--- src/rtl/inverse_clarke_seq_if.sv ---
// inverse_clarke_seq_if: valid/ready input pair and phase-output bundle for inverse_clarke_seq.
interface inverse_clarke_seq_if;
    logic               in_valid;
    logic               in_ready;
    logic signed [15:0] v_alpha;
    logic signed [15:0] v_beta;
    logic               out_valid;
    logic               out_ready;
    logic signed [15:0] v_a;
    logic signed [15:0] v_b;
    logic signed [15:0] v_c;
    logic               sat;
    modport master (
        output in_valid, v_alpha, v_beta, out_ready,
        input  in_ready, out_valid, v_a, v_b, v_c, sat
    );
    modport slave (
        input  in_valid, v_alpha, v_beta, out_ready,
        output in_ready, out_valid, v_a, v_b, v_c, sat
    );
endinterface

--- src/rtl/inverse_clarke_seq.sv ---
// inverse_clarke_seq: power-invariant inverse Clarke (alpha,beta -> a,b,c) on one shared 16x16 multiplier.
// Define INV_CLARKE_SAT_EN to clamp results and report sat; otherwise results wrap to 16 bits.
module inverse_clarke_seq #(
    parameter int IN_HALF_SCALE = 1
) (
    input logic clk,
    input logic rst,
    inverse_clarke_seq_if.slave io
);
    localparam int S = (IN_HALF_SCALE != 0) ? 14 : 15;
    localparam logic [2:0] IDLE = 3'd0;
    localparam logic [2:0] MUL1 = 3'd1;
    localparam logic [2:0] MUL2 = 3'd2;
    localparam logic [2:0] MUL3 = 3'd3;
    localparam logic [2:0] SUM  = 3'd4;
    localparam logic [2:0] HOLD = 3'd5;
    localparam logic signed [15:0] K1 = 16'sh6882;
    localparam logic signed [15:0] K2 = 16'sh3441;
    localparam logic signed [15:0] K3 = 16'sh5A82;

    logic [2:0]         state_q, state_d;
    logic signed [15:0] alpha_q, alpha_d, beta_q, beta_d;
    logic signed [15:0] mul_a, mul_b;
    logic signed [31:0] prod;
    logic signed [31:0] p1_q, p1_d, p2_q, p2_d, p3_q, p3_d;
    logic signed [33:0] sa, sb, sc;
    logic [16:0]        ra, rb, rc;
    logic [15:0]        va_q, va_d, vb_q, vb_d, vc_q, vc_d;
    logic               sat_q, sat_d, out_valid_q, out_valid_d;

    // Result in low 16 bits, clip flag in bit 16.
`ifdef INV_CLARKE_SAT_EN
    function automatic logic [16:0] reduce(input logic signed [33:0] x);
        return (x > 34'sd32767) ? {1'b1, 16'h7FFF} :
               (x < -34'sd32768) ? {1'b1, 16'h8000} : {1'b0, x[15:0]};
    endfunction
`else
    function automatic logic [16:0] reduce(input logic signed [33:0] x);
        return {1'b0, 16'(x)};
    endfunction
`endif

    always_comb begin
        mul_a = (state_q == MUL1) ? K1 : (state_q == MUL2) ? K2 : K3;
        mul_b = (state_q == MUL3) ? beta_q : alpha_q;
        prod  = 32'(mul_a) * 32'(mul_b);
        sa    = 34'(p1_q);
        sb    = 34'(p3_q) - 34'(p2_q);
        sc    = -34'(p2_q) - 34'(p3_q);
        ra    = reduce(sa >>> S);
        rb    = reduce(sb >>> S);
        rc    = reduce(sc >>> S);
    end

    always_comb begin
        state_d     = state_q;
        alpha_d     = alpha_q;
        beta_d      = beta_q;
        p1_d        = p1_q;
        p2_d        = p2_q;
        p3_d        = p3_q;
        va_d        = va_q;
        vb_d        = vb_q;
        vc_d        = vc_q;
        sat_d       = sat_q;
        out_valid_d = out_valid_q;
        case (state_q)
            IDLE: if (io.in_valid) begin
                alpha_d = io.v_alpha;
                beta_d  = io.v_beta;
                state_d = MUL1;
            end
            MUL1: begin
                p1_d    = prod;
                state_d = MUL2;
            end
            MUL2: begin
                p2_d    = prod;
                state_d = MUL3;
            end
            MUL3: begin
                p3_d    = prod;
                state_d = SUM;
            end
            SUM: begin
                va_d        = ra[15:0];
                vb_d        = rb[15:0];
                vc_d        = rc[15:0];
                sat_d       = ra[16] | rb[16] | rc[16];
                out_valid_d = 1'b1;
                state_d     = HOLD;
            end
            HOLD: if (io.out_ready) begin
                out_valid_d = 1'b0;
                sat_d       = 1'b0;
                state_d     = IDLE;
            end
            default: state_d = IDLE;
        endcase
    end

    always_ff @(posedge clk) begin
        if (rst) begin
            state_q     <= IDLE;
            alpha_q     <= '0;
            beta_q      <= '0;
            p1_q        <= '0;
            p2_q        <= '0;
            p3_q        <= '0;
            va_q        <= '0;
            vb_q        <= '0;
            vc_q        <= '0;
            sat_q       <= 1'b0;
            out_valid_q <= 1'b0;
        end else begin
            state_q     <= state_d;
            alpha_q     <= alpha_d;
            beta_q      <= beta_d;
            p1_q        <= p1_d;
            p2_q        <= p2_d;
            p3_q        <= p3_d;
            va_q        <= va_d;
            vb_q        <= vb_d;
            vc_q        <= vc_d;
            sat_q       <= sat_d;
            out_valid_q <= out_valid_d;
        end
    end

    assign io.in_ready  = (state_q == IDLE);
    assign io.out_valid = out_valid_q;
    assign io.v_a       = va_q;
    assign io.v_b       = vb_q;
    assign io.v_c       = vc_q;
    assign io.sat       = sat_q;
endmodule

--- src/flat_wrapper.sv ---
// flat-port wrapper written by rule: the top's interface ports become plain ports
module inverse_clarke_seq_flat 
#(
    parameter int IN_HALF_SCALE = 1
)
  (clk, rst, io_in_valid, io_v_alpha, io_v_beta, io_out_ready, io_in_ready, io_out_valid, io_v_a, io_v_b, io_v_c, io_sat);
  inverse_clarke_seq_if io_i ();
  input logic clk;
  input logic rst;
  input wire logic [$bits(io_i.in_valid)-1:0] io_in_valid;
  input wire logic [$bits(io_i.v_alpha)-1:0] io_v_alpha;
  input wire logic [$bits(io_i.v_beta)-1:0] io_v_beta;
  input wire logic [$bits(io_i.out_ready)-1:0] io_out_ready;
  output wire logic [$bits(io_i.in_ready)-1:0] io_in_ready;
  output wire logic [$bits(io_i.out_valid)-1:0] io_out_valid;
  output wire logic [$bits(io_i.v_a)-1:0] io_v_a;
  output wire logic [$bits(io_i.v_b)-1:0] io_v_b;
  output wire logic [$bits(io_i.v_c)-1:0] io_v_c;
  output wire logic [$bits(io_i.sat)-1:0] io_sat;
  assign io_i.in_valid = io_in_valid;
  assign io_i.v_alpha = io_v_alpha;
  assign io_i.v_beta = io_v_beta;
  assign io_i.out_ready = io_out_ready;
  assign io_in_ready = io_i.in_ready;
  assign io_out_valid = io_i.out_valid;
  assign io_v_a = io_i.v_a;
  assign io_v_b = io_i.v_b;
  assign io_v_c = io_i.v_c;
  assign io_sat = io_i.sat;
  inverse_clarke_seq #(.IN_HALF_SCALE(IN_HALF_SCALE)) u_core (.clk(clk), .rst(rst), .io(io_i));
endmodule
--- config.mk ---
export PLATFORM = sky130hd
export DESIGN_NAME = inverse_clarke_seq_flat
export DESIGN_NICKNAME = d
export VERILOG_FILES = /design/src/rtl/inverse_clarke_seq_if.sv /design/src/rtl/inverse_clarke_seq.sv /design/src/flat_wrapper.sv
export SDC_FILE = /design/constraint.sdc
export NUM_CORES = 1
export LEC_CHECK = 0
export CAP_MARGIN = 0
export CELL_PAD_IN_SITES_DETAIL_PLACEMENT = 1
export CELL_PAD_IN_SITES_GLOBAL_PLACEMENT = 2
export CORE_MARGIN = 1.5
export CORE_UTILIZATION = 37
export CTS_CLUSTER_DIAMETER = 200
export DETAILED_ROUTE_END_ITERATION = 8
export PLACE_DENSITY_LB_ADDON = 0.2
export SYNTH_ARGS = -nofsm -noshare
export SYNTH_HDL_FRONTEND = slang
export SYNTH_SLANG_ARGS = --single-unit
--- constraint.sdc ---
create_clock -name clk -period 10.2 [get_ports clk]
set_clock_uncertainty 0.2 [all_clocks]
set_input_delay 1.53 -clock clk [delete_from_list [all_inputs] [get_ports clk]]
set_output_delay 1.53 -clock clk [all_outputs]
set_load 0.01 [all_outputs]
After elaboration in Yosys (flattened, before gate mapping)
Cells that the tools add are included.
Widths: inputs -> output; s select.
- bits in registers: 175
- output and inout bits: 51
- memories kept: 0
- word-level logic and storage cells: 36
- bits in latches: 0
- bits in read-only memories: 0
- input bits: 36
- bits in writable memories: 0
- shift-type cells: 0
- divide/modulo/power cells: 0
- $lt $le $gt $ge: 0
- bitwise gates (word level): 0
- $mul: 1
- muxes and demuxes: 9
- reductions and logical operators: 5
- eq/ne operators: 7
- add/sub/neg operators: 3
- operators with widths (operator ; number):
    $sub 30x30->30 ; 2
    $mul 16x16->30 ; 1
    $mux 15 ; 2
    $neg 30->30 ; 1
    $pmux 3 s6 ; 1
    $mux 16 ; 1
    $eq 3x2->1 const B ; 2
    $eq 3x3->1 const B ; 2
    $mux 3 ; 2
    $reduce_and 2->1 ; 3
    $ne 2x2->1 const B ; 2
    $pmux 1 s2 ; 2
    $eq 3x1->1 const B ; 1
    $logic_not 3->1 ; 1
    $reduce_bool 2->1 ; 1
    $mux 1 ; 1

Depth between registers and ports, before layout
- depth after elaboration: 4
- gate-level depth with buffers: 30
- mapped depth without buffers: 27

Worst setup path after synthesis
OpenSTA, ideal clock, no wires.
- kind: register -> register
- start point: register u_core.state_q[2]
- end point: register u_core.p1_q[28]
- data arrival time: 6.764 ns
- path buffers: 6
- library setup time: 0.062 ns
- data required time: 9.938 ns
- stages on the path, launching flop included: 28
- clock period less this slack: 7.027 ns
- path slack: 3.173 ns
- cells stage by stage: dfxtp_1 -> clkbuf_1 -> nor2_1 -> and2_1 -> clkbuf_1 -> clkbuf_1 -> clkbuf_1 -> nand2_1 -> fa_1 -> fa_1 -> fa_1 -> inv_1 -> fa_1 -> fa_1 -> inv_1 -> fa_1 -> inv_1 -> ha_1 -> clkbuf_1 -> and4_1 -> and3_1 -> o2111ai_1 -> o2111ai_1 -> o311ai_1 -> a21oi_1 -> buf_2 -> a2111o_1 -> nand3_1
- longest elaborated chain between the ends: 4
- elaborated cells on any way between the ends: 7
- classes of those cells: mul: 1; eq/ne: 3; mux: 3
- ends and longest elaborated chain (item ; RTL line ; source):
    start, declared ; inverse_clarke_seq.sv:21 ; logic [2:0] state_q, state_d;
    start signal, assigned ; inverse_clarke_seq.sv:116 ; state_q <= state_d;
    $eq 3x2->1 ; inverse_clarke_seq.sv:44 ; mul_a = (state_q == MUL1) ? K1 : (state_q == MUL2) ? K2 : K3;
    $mux 15 (2 in a row) ; inverse_clarke_seq.sv:44 ;
    $mul 16x16->30 ; inverse_clarke_seq.sv:46 ; prod = 32'(mul_a) * 32'(mul_b);
    end signal, assigned ; inverse_clarke_seq.sv:119 ; p1_q <= p1_d;
    end, declared ; inverse_clarke_seq.sv:25 ; logic signed [31:0] p1_q, p1_d, p2_q, p2_d, p3_q, p3_d;
Parallel ways exist; a longest one is shown, timed or not.
A chain may end at the register's enable or synchronous reset.

Worst setup path in the final report
- start point: register u_core.state_q[1]
- end point: register u_core.p1_q[24]
The elaborated chain is that of the path after synthesis.

==> results_dict.tcl <==
set metrics [dict create \
    status "complete, no violations" \
    dpl.hpwl_um 32300 \
    vias 11900 \
    cts_num_sinks 160 \
    fmax_mhz 120 \
    fp.dieW_um 201 \
    final_layout_size_suffix_gt1_frac 0.0478 \
    synth-seq-area-share 0.220 \
    cap_violations 0 \
    antenna_found_initial 0 \
    power_density_nw_per_um2 192 \
    r2r_start "u_core.state_q[1]" \
    core_area_sq_um 38700 \
    crit_family "adder cells" \
    crit_buf_inv 1 \
    track_usage 0.212 \
    viasPerCell 5.06 \
    fill_cells 4730 \
    std_cell_rows 72 \
    drt_iter0_markers 431 \
    cts_resized 0 \
    synth_ff_type "dfxtp_1" \
    critical-path-max-stage-delay_ps 860 \
    wl_um 41100 \
    final_core_util 0.425 \
    synthCells 1789 \
    grt_start_max_net_pins 81 \
    total_leakage_power_nw 7.49 \
    crit_path_top_delay_cell "nor2_4" \
    tightest_slew_ps 1130 \
    grt_pass1_vias 12900 \
    insertion_delay_ps 480 \
    hold_path_class "reg2reg" \
    cts_setup_buffers 0 \
    die-area_sq_um 40600 \
    setup_violations 0 \
    area_growth_pct 13.1 \
    final_max_slew_viol_count 0 \
    die_y_um 201 \
    antenna_cells 0 \
    synth_edf_count 0 \
    r2r_cells 20 \
    fin_crit_ps 8320 \
    ys_seq_elements 160 \
    wl_per_cell_um 17.4 \
    syn_area_per_cell_sq_um 8.15 \
    pin_count 87 \
    crit_top_cell "fa_1" \
    htreeDepth 4 \
    synth_cell_types 76 \
    startpoint "u_core.state_q[1]" \
    required_ps 10380 \
    crit_chain "nand2_1, nor2_4, mux2i_1, or2_2, fa_1, fa_1, inv_1, fa_1, fa_1, fa_1, fa_1, ha_1, and4_1, and3_1, o2111ai_1, o2111ai_1, o311ai_1, a21oi_1, xnor2_1, a211oi_1" \
    place_congestion 0.854 \
    worst_setup_path_end_kind "register" \
    cts.path.max_buffers 2 \
    grt_pass1_wl_um 68400 \
    hold_viol 0 \
    yosysWarnings 0 \
    critPathMaxFanout 32 \
    fin_crit_sh 0.815 \
    numCtsBuffers 17 \
    setup-tns-final_ps 0 \
    grt_remaining_overflow 0 \
    netlist_area_sq_um 14600 \
    vdd_drop_max_mv 0.148 \
    cts_tree "done" \
    startpoint_type "register" \
    drc 0 \
    cp-endpoint "u_core.p1_q[24]" \
    reg2reg_to "u_core.p1_q[24]" \
    clkTransAtPathRegs_ps 80 \
    initial_core_util 0.376 \
    root_buffer "clkbuf_16" \
    worstSetupPathType "reg2reg" \
    ctsHoldBuffers 0 \
    r2r_slack_ps 1880 \
    final_nets 2181 \
    portBuffers 85 \
    async_reset_ff_frac 0 \
    path_depth 20 \
    rsz0062_at_grt "no" \
    cp.arrival_ps 8500 \
    timing.slew.headroom 0.247 \
    antenna_left 0 \
    drt_pre_antenna_iters 4 \
]
## placed cells by master, fill, tap and decap left out, drive strengths merged, types with 11 or more instances in the layout
master,instances
xnor2,24
clkdlybuf4s50,84
mux2i,18
dfxtp,160
and3,18
and2,15
buf,11
a211oi,39
nor2,110
ha,212
fa,104
nor3,25
o31ai,13
nand3,39
clkbuf,17
o211ai,11
a21o,27
or2,20
inv,281
a21oi,148
o21ai,33
nand2,273
## synthesized netlist by cell type (all sizes together), types with 6 or more instances
library cell	instances	area [sq um]
a21o	27	203
mux2i	18	180
xnor2	24	210
inv	272	1020
and3	18	113
a31oi	8	50.1
buf	9	38.8
or2	20	125
nand2b	9	56.3
nor2	110	415
ha	212	2650
a211oi	39	303
o211ai	11	82.6
o21ai	33	165
fa	104	2080
o31ai	13	97.6
o2111ai	8	70.1
nand3b	7	52.6
a21oi	148	744
nor4	7	43.8
xor2	9	78.8
clkbuf	68	255
nand2	273	1020
nor2b	8	50.1
nor3	25	125
and2	15	96.3
dfxtp	160	3200
or3	8	50.1
nand3	39	195
o21a	6	45.0
## report_power, final
part	switching [mW]	internal [mW]
Combinational	1.09	0.696
Sequential	0.0350	0.673
Clock	0.341	0.333
## per-stage QoR
step	power, mW	instance area [sq um]	hold slack [ps]	cells	worst slack [ps]
floorplan	2.03	14600	227	1792	3170
global placement	2.48	15900	243	2328	2140
detailed placement	2.51	15900	247	2328	1920
CTS	3.21	16500	256	2360	1880
global route	3.47	16500	270	2360	1280
finish	3.17	16500	251	2360	1880
## layout make-up
class	instances	area, sq um	area share
repair buffers	95	923	0.0560
clock inverters	15	178	0.0108
inverters	272	1020	0.0619
clock buffers	17	425	0.0258
flip-flops and latches	160	3200	0.194
well taps	518	648	0.0393
multi-input cells	1283	10100	0.612
## worst min-delay path by stage
stage                       from                end  slack, ps  cells after the start
6_report         u_core.p1_q[29]  u_core.io.v_a[15]        250                      2
5_1_grt        u_core.io.v_c[10]  u_core.io.v_c[10]        270                      2
4_1_cts          u_core.p1_q[29]  u_core.io.v_a[15]        260                      2
3_5_place_dp   u_core.io.v_c[12]  u_core.io.v_c[12]        250                      2
3_3_place_gp   u_core.io.v_c[11]  u_core.io.v_c[11]        240                      2
2_1_floorplan    u_core.p1_q[29]  u_core.io.v_a[15]        230                      2
## cells by family after synthesis
logic type,Yosys count,share of synthesized area
AND/OR/NAND/NOR,561,0.174
AO/OA/AOI/OAI,346,0.156
buffers and inverters,349,0.0902
XOR/XNOR,33,0.0198
flip-flops,160,0.220
other,2,0.000515
adder cells (fa/ha/maj),316,0.325
multiplexers,22,0.0155
## worst register-to-register path, delay by kind of cell, from the launching register on
family / cells / cell delay (ps)
and+or+nand+nor: 5 / 1940
DFF: 1 / 560
xor gates and xnor gates: 1 / 230
adders and majority gates: 7 / 3350
buffers and inverters: 1 / 50
muxes: 1 / 410
AOI/OAI and AO/OA: 5 / 1480
## flip-flops by register name (all words and copies together), names as in the netlist
| register | flops |
|---|---|
| u_core.io.v_c | 16 |
| u_core.p1_q | 16 |
| u_core.io.out_valid | 1 |
| u_core.p3_q | 30 |
| u_core.io.v_a | 16 |
| u_core.alpha_q | 16 |
| u_core.io.v_b | 16 |
| u_core.state_q | 3 |
| u_core.beta_q | 16 |
| u_core.p2_q | 30 |
## per-layer routing
| metal | vias up | GRT usage | share of wire |
|---|---|---|---|
| met5 | - | 0 | 0 |
| met4 | 0 | 0.0498 | 0.014 |
| met3 | 34 | 0.0293 | 0.031 |
| met2 | 159 | 0.365 | 0.48 |
| met1 | 5733 | 0.279 | 0.48 |
| li1 | 6011 | - | - |
Power figures use the tool's default switching activity.
